**config.mk**
```make
export PLATFORM = sky130hd
export DESIGN_NAME = float_from_int
export DESIGN_NICKNAME = d
export VERILOG_FILES = /design/src/rtl/float_from_int.sv
export SDC_FILE = /design/constraint.sdc
export NUM_CORES = 1
export LEC_CHECK = 0
export ABC_AREA = 1
export BUFFER_PORTS_ARGS = -buffer_cell sky130_fd_sc_hd__buf_2
export CORE_UTILIZATION = 55
export CTS_BUF_LIST = sky130_fd_sc_hd__clkbuf_16
export CTS_CLUSTER_SIZE = 25
export DETAILED_ROUTE_END_ITERATION = 6
export GPL_ROUTABILITY_DRIVEN = 0
export PLACE_DENSITY = 0.82
export RECOVER_POWER = 50
export SLEW_MARGIN = 30
export SYNTH_ARGS = -nofsm -noshare
export SYNTH_HDL_FRONTEND = slang
export SYNTH_SLANG_ARGS = --single-unit
export TNS_END_PERCENT = 30
```
**constraint.sdc**
```tcl
create_clock -name clk -period 2.3 [get_ports clk]
set_clock_uncertainty 0.05 [all_clocks]
set_input_delay 0.23 -clock clk [delete_from_list [all_inputs] [get_ports clk]]
set_output_delay 0.23 -clock clk [all_outputs]
set_load 0.01 [all_outputs]
```
**src/rtl/float_from_int.sv**
```systemverilog
// Integer to packed {sign, exp, man} float encoder, normalising one left shift per cycle.
// Latency 2+leading_zeros cycles (1 for zero); result held in DONE until out_ready.
module float_from_int #(
    parameter int EXP_WIDTH = 8,
    parameter int MAN_WIDTH = 23,
    parameter int EXP_BIAS  = 127,
    parameter int INT_WIDTH = 32
) (
    input  logic                           clk,
    input  logic                           rst,
    input  logic                           in_valid,
    output logic                           in_ready,
    input  logic [INT_WIDTH-1:0]           in_data,
    input  logic                           in_signed,
    output logic                           out_valid,
    input  logic                           out_ready,
    output logic [EXP_WIDTH+MAN_WIDTH:0]   out_data
);

    localparam int EW = EXP_WIDTH + 2;
    localparam int FW = EXP_WIDTH + MAN_WIDTH + 1;
    localparam logic [EW-1:0]        EXP_START = EW'(EXP_BIAS + INT_WIDTH - 1);
    localparam logic [EW-1:0]        EXP_MAX   = {2'b00, {EXP_WIDTH{1'b1}}};
    localparam logic [EW-1:0]        EXP_ONE   = EW'(1);
    localparam logic [INT_WIDTH-1:0] INT_ONE   = INT_WIDTH'(1);

    typedef enum logic [1:0] {
        IDLE,
        NORM,
        DONE
    } state_t;

    state_t                 state, state_nxt;
    logic                   sign, sign_nxt;
    logic [INT_WIDTH-1:0]   mag, mag_nxt;
    logic [EW-1:0]          exp_acc, exp_nxt;
    logic [FW-1:0]          data_nxt;

    logic [INT_WIDTH-1:0]           in_neg;
    logic                           in_sign;
    logic [INT_WIDTH-1:0]           in_mag;
    logic [INT_WIDTH+MAN_WIDTH-2:0] man_wide;
    logic [MAN_WIDTH-1:0]           man;
    logic                           overflow;

    assign in_neg  = ~in_data + INT_ONE;
    assign in_sign = in_signed & in_data[INT_WIDTH-1];
    assign in_mag  = in_sign ? in_neg : in_data;

    // Appending zeros below the fraction bits covers narrow integers where
    // there are fewer fraction bits than mantissa bits.
    assign man_wide = {mag[INT_WIDTH-2:0], {MAN_WIDTH{1'b0}}};
    assign man      = man_wide[INT_WIDTH+MAN_WIDTH-2 -: MAN_WIDTH];
    assign overflow = (exp_acc >= EXP_MAX);

    assign in_ready  = (state == IDLE) && !rst;
    assign out_valid = (state == DONE);

    always_comb begin
        state_nxt = state;
        sign_nxt  = sign;
        mag_nxt   = mag;
        exp_nxt   = exp_acc;
        data_nxt  = out_data;
        case (state)
            IDLE: begin
                if (in_valid && in_ready) begin
                    sign_nxt = in_sign;
                    mag_nxt  = in_mag;
                    exp_nxt  = EXP_START;
                    if (in_mag == '0) begin
                        sign_nxt  = 1'b0;
                        data_nxt  = '0;
                        state_nxt = DONE;
                    end else begin
                        state_nxt = NORM;
                    end
                end
            end
            NORM: begin
                if (!mag[INT_WIDTH-1]) begin
                    mag_nxt = mag << 1;
                    exp_nxt = exp_acc - EXP_ONE;
                end else begin
                    if (overflow) begin
                        data_nxt = {sign, {EXP_WIDTH{1'b1}}, {MAN_WIDTH{1'b0}}};
                    end else begin
                        data_nxt = {sign, exp_acc[EXP_WIDTH-1:0], man};
                    end
                    state_nxt = DONE;
                end
            end
            DONE: begin
                if (out_ready) begin
                    state_nxt = IDLE;
                end
            end
            default: state_nxt = IDLE;
        endcase
    end

    always_ff @(posedge clk) begin
        if (rst) begin
            state    <= IDLE;
            sign     <= 1'b0;
            mag      <= '0;
            exp_acc  <= '0;
            out_data <= '0;
        end else begin
            state    <= state_nxt;
            sign     <= sign_nxt;
            mag      <= mag_nxt;
            exp_acc  <= exp_nxt;
            out_data <= data_nxt;
        end
    end

endmodule

```
Word-level counts from Yosys, hierarchy flattened
Index checks and enable logic that the tools add are counted.
{"block": "word_totals", "register_bits": 77, "input_bits": 37, "out_inout_bits": 34, "wordCells": 47}
{"block": "op_classes", "n_addsub": 2, "order_cmp": 1, "n_eq_ne": 7, "n_mux": 18, "n_bitwise": 2, "reduce_logical": 11}
{"cell": "$mux W32", "count": 6}
{"cell": "$pmux W32 S2", "count": 2}
{"cell": "$add A32 B1 Y32 const B", "count": 1}
{"cell": "$logic_not A32 Y1", "count": 1}
{"cell": "$not A32 Y32", "count": 1}
{"cell": "$mux W31", "count": 1}
{"cell": "$mux W10", "count": 2}
{"cell": "$pmux W10 S2", "count": 1}
{"cell": "$ge A10 B8 Y1 const B", "count": 1}
{"cell": "$sub A10 B1 Y10 const B", "count": 1}
{"cell": "$mux W2", "count": 4}
{"cell": "$ne A2 B1 Y1 const B", "count": 3}
{"cell": "$pmux W2 S3", "count": 1}
{"cell": "$reduce_and A3 Y1", "count": 2}
{"cell": "$ne A2 B2 Y1 const B", "count": 2}
{"cell": "$reduce_and A2 Y1", "count": 2}
{"cell": "$reduce_and A4 Y1", "count": 1}
{"cell": "$eq A2 B1 Y1 const B", "count": 1}
{"cell": "$eq A2 B2 Y1 const B", "count": 1}
{"cell": "$logic_and A1 B1 Y1", "count": 2}
{"cell": "$logic_not A2 Y1", "count": 1}
{"cell": "$reduce_bool A2 Y1", "count": 1}
{"cell": "$and A1 B1 Y1", "count": 1}
{"cell": "$logic_not A1 Y1", "count": 1}
{"cell": "$mux W1", "count": 1}

Logic depth before layout (Yosys ltp)
{"block": "depth", "ltp_word": 7, "ltp_mapped": 19, "mapped_depth_nobuf": 19}

Worst setup path before layout
No wires, ideal clock.
{"block": "synth_path", "kind": "in2reg", "from": "in in_data[0]", "to": "reg out_data[8]", "arrival_ns": 1.865, "required_time_ns": 2.135, "slack_ns": 0.271, "cell_stages": 18, "path_cell_list": "inv_1 -> ha_1 -> nand3_2 -> nor2_2 -> nand2_2 -> nand2_4 -> nand3_1 -> nand2_1 -> nand2_1 -> nor2_1 -> nand2_1 -> nor2_4 -> nand3_4 -> nand2_8 -> buf_8 -> nand3_1 -> nand2_1 -> nor2_1"}
{"block": "synth_between", "elab_chain_cells": 6}
{"item": "start, declared", "line_no": "13", "source": "input logic [INT_WIDTH-1:0] in_data,"}
{"item": "$not A32 Y32", "line_no": "46", "source": "assign in_neg = ~in_data + INT_ONE;"}
{"item": "$add A32 B1 Y32", "line_no": "46"}
{"item": "$mux W32 (*)", "line_no": "48", "source": "assign in_mag = in_sign ? in_neg : in_data;"}
{"item": "$logic_not A32 Y1 (*)", "line_no": "71", "source": "if (in_mag == '0) begin"}
{"item": "$ne A2 B1 Y1 (no source line) (*)"}
{"item": "$reduce_and A4 Y1 (no source line) (*)"}
{"item": "end signal, assigned", "line_no": "114", "source": "out_data <= data_nxt;"}
{"item": "end, declared", "line_no": "17", "source": "output logic [EXP_WIDTH+MAN_WIDTH:0] out_data"}
Every way passes the cells marked *; elsewhere a longest branch is shown, timed or not.
A chain may end at the register's enable or synchronous reset.

Worst setup path in the final report
{"block": "layout_path", "from": "in in_data[0]", "to": "reg out_data[16]"}
Same word-level chain as after synthesis.

==> results.ini <==
[layout]
drive_gt1_frac = 0.168
syn_to_final_growth_pct = 16.2
fillers = 764
instances_no_fill = 949
antennaDiodeCount = 0
nets = 880
final_area_um2 = 5610

[flow_run]
maxCapViolations = 0

[yosys]
synth_top_area_frac = 0.319
synth_fp_nets = 801
ys_seq_area_frac = 0.319
syn_area_um2 = 4830
syn_inst = 761
yosysMostFrequentCell = nand2_1
synth_top_area_cell = dfxtp_1
yosysWarnings = 0
synth_simple_gate_area_frac = 0.393
yosys.area_share.adder = 0.00777
netlist_top_cells_count = nand2_1 (203), nor2_1 (98), a21oi_1 (94), dfxtp_1 (77), nand3_1 (69)
synth_top_family_by_area = simple AND/OR/NAND/NOR gates
synth_compound_area_frac = 0.168
synth_edf_count = 0
muxShareOfSynthArea = 0
synth.area.top_cells = dfxtp_1 (32%), nand2_1 (16%), a21oi_1 (9.7%), nor2_1 (7.6%), nand3_1 (7.1%)
ys_types = 44
ys_dominant_reg_cell = dfxtp_1
ys_async_sr_fraction = 0
synthXorXnorAreaFrac = 0.0163
synth-seq-cells = 77
syn_avg_cell_area_um2 = 6.35

[clock_tree]
htreeDepth = 3
cts_inserted_buffers = 9
clkTransAtPathRegs_ns = 0.06
clock_latency_ns = 0.34
clock_path_buffers = 2
cts_tree = yes
cts-hold-fix-buffers = 0
cts_num_sinks = 77
cts-root-buf = clkbuf_16

[detailed_routing]
drt_iter0_drc = 444
dr_wl_met2_mm = 6.01
drt-total-wl_mm = 12.8
route.vias.total = 5244
top_layer = met4
dr.pass1.iters = 5
wl_met1_mm = 5.51
routedWlPerCell_um = 13.5
drc = 0
ant_nets = 0
vias_per_cell = 5.53
wl_met3_um = 960

[critical_path]
required_ns = 2.52
criticalPathCategory = input pin to register
crit_fanout = 5
cp.arrival_ns = 2.32
crit_path_end_kind = register
cp-start-kind = input pin
critPathTopFamily = simple AND/OR/NAND/NOR gates
crit_chain = buf_2 -> inv_2 -> buf_4 -> nand2_2 -> nor2_1 -> nand2_1 -> nand2_2 -> nand2_1 -> nand2_1 -> nand2_1 -> a21oi_1 -> nand2_1 -> nor2_4 -> nand3_4 -> nand2_8 -> buf_4 -> a21oi_1 -> nor2_1
critPathBufInv = 4
path_common_cell = nand2_1
cp_slowest_stage_delay_ns = 0.19
worst_path_max_delay_cell = nand3_4

[power]
ir_drop_mv = 0.747
power_density_nw_per_um2 = 1190
p_leak_nw = 2.50

[sta]
setup_viol = 0
worst_pin_slew_ns = 0.749
hold_violations = 0
fmax_mhz = 474
fin_crit_ns = 2.11
fin_crit_sh = 0.916
drv_slew = 0
slew_headroom = 0.500

[floorplan]
start_util = 0.579
rows = 33
design.core.area_um2 = 8340
die_area_um2 = 9160
die_w_um = 95.7
die_y_um = 95.7
io_pins = 71

[grt]
grt_pass1_vias = 4686
overflow = 0
grt_pass1_wl_mm = 21.2
antenna_found_initial = 0
grt_start_max_net_pins = 66
track_usage = 0.293

[placement]
post-dp-hpwl_mm = 9.17
io_buffers = 70
dp.cells = 930
postPlaceCellArea_um2 = 5320

[status]
outcome = completed

[worst_hold_path]
hold_class = input pin to register

sequential cells by signal, indices dropped and copies added, names as in the netlist:
| register | cells |
|---|---|
| state | 2 |
| exp_acc | 10 |
| sign | 1 |
| mag | 32 |
| out_data | 32 |
cells in the final DEF, fill, tap and decap left out, types with 2 or more instances in the layout:
| cell | Yosys | layout |
|---|---|---|
| buf_4 | 3 | 30 |
| nand3_1 | 69 | 69 |
| o21ai_1 | 4 | 4 |
| clkinv_2 | 2 | 4 |
| clkinvlp_4 | 0 | 2 |
| dfxtp_1 | 77 | 77 |
| nand2_2 | 12 | 13 |
| buf_2 | 5 | 37 |
| nor3_1 | 4 | 5 |
| nand3_4 | 1 | 2 |
| nand2_1 | 203 | 202 |
| nand2_4 | 3 | 5 |
| nand3b_1 | 2 | 2 |
| clkbuf_16 | 0 | 9 |
| nor2_1 | 98 | 96 |
| nor2_2 | 13 | 14 |
| a21oi_1 | 94 | 94 |
| o21ai_0 | 47 | 47 |
| nand2_8 | 1 | 2 |
| inv_1 | 45 | 45 |
| buf_12 | 3 | 2 |
| clkbuf_1 | 19 | 33 |
| xor2_1 | 5 | 5 |
| inv_2 | 4 | 4 |
| nand4_1 | 4 | 4 |
| or2_2 | 4 | 4 |
| a21oi_2 | 2 | 2 |
| a31oi_1 | 4 | 4 |
| ha_1 | 3 | 2 |
| nor2_4 | 6 | 7 |
| xnor2_1 | 4 | 4 |
layout make-up:
type | instances | area, um^2 | area share
inverters | 52 | 205 | 0.0366
well taps | 105 | 131 | 0.0234
clock buffers | 9 | 225 | 0.0401
multi-input cells | 597 | 2900 | 0.516
flip-flops and latches | 77 | 1540 | 0.275
clock inverters | 6 | 32.5 | 0.00580
repair buffers | 103 | 579 | 0.103
where the power goes:
group / internal (mW) / switching, mW
Sequential: 1.81 / 0.367
Combinational: 1.12 / 2.16
Clock: 0.711 / 0.520
per-stage QoR:
stage	hold WS (ns)	utilization	setup WS, ns	setup TNS (ns)	total power [mW]
global route	0.137	0.673	-0.0209	-0.119	7.22
detailed placement	0.415	0.638	-0.255	-6.68	5.34
global placement	0.400	0.638	-0.138	-4.02	5.20
finish	0.136	0.673	0.192	0	6.69
CTS	0.138	0.669	0.0833	0	6.57
floorplan	0.329	-	0.271	0	4.68
cells by family after synthesis:
logic type,count (synthesis)
flops,77
compound gates,157
buf+inv,90
simple gates,425
fa+ha+maj,3
xor+xnor,9
timing repair:
item	CTS	global route
buffers inserted	0	1
gates resized for setup	0	10
hold endpoints to repair	0	0
setup endpoints to repair	0	34
final timing paths:
kind	startpoint	end	slack, ns	cells past startpoint
max	in_data[0]	out_data[16]$_SDFFE_PP0P_	0.19	18
min reg2reg	mag[0]$_SDFFE_PP0P_	mag[0]$_SDFFE_PP0P_	0.42	2
min	rst	mag[0]$_SDFFE_PP0P_	0.14	2
max reg2reg	state[1]$_SDFFE_PP0P_	exp_acc[8]$_SDFFE_PP0P_	0.20	12
layer usage:
metal  track usage  vias to the layer above
li1              -                     2633
met1         0.378                     2353
met2         0.489                      229
met3        0.0521                       29
met4         0.109                        0
met5             0                        -
No activity file was read; power rests on OpenSTA's default activity.
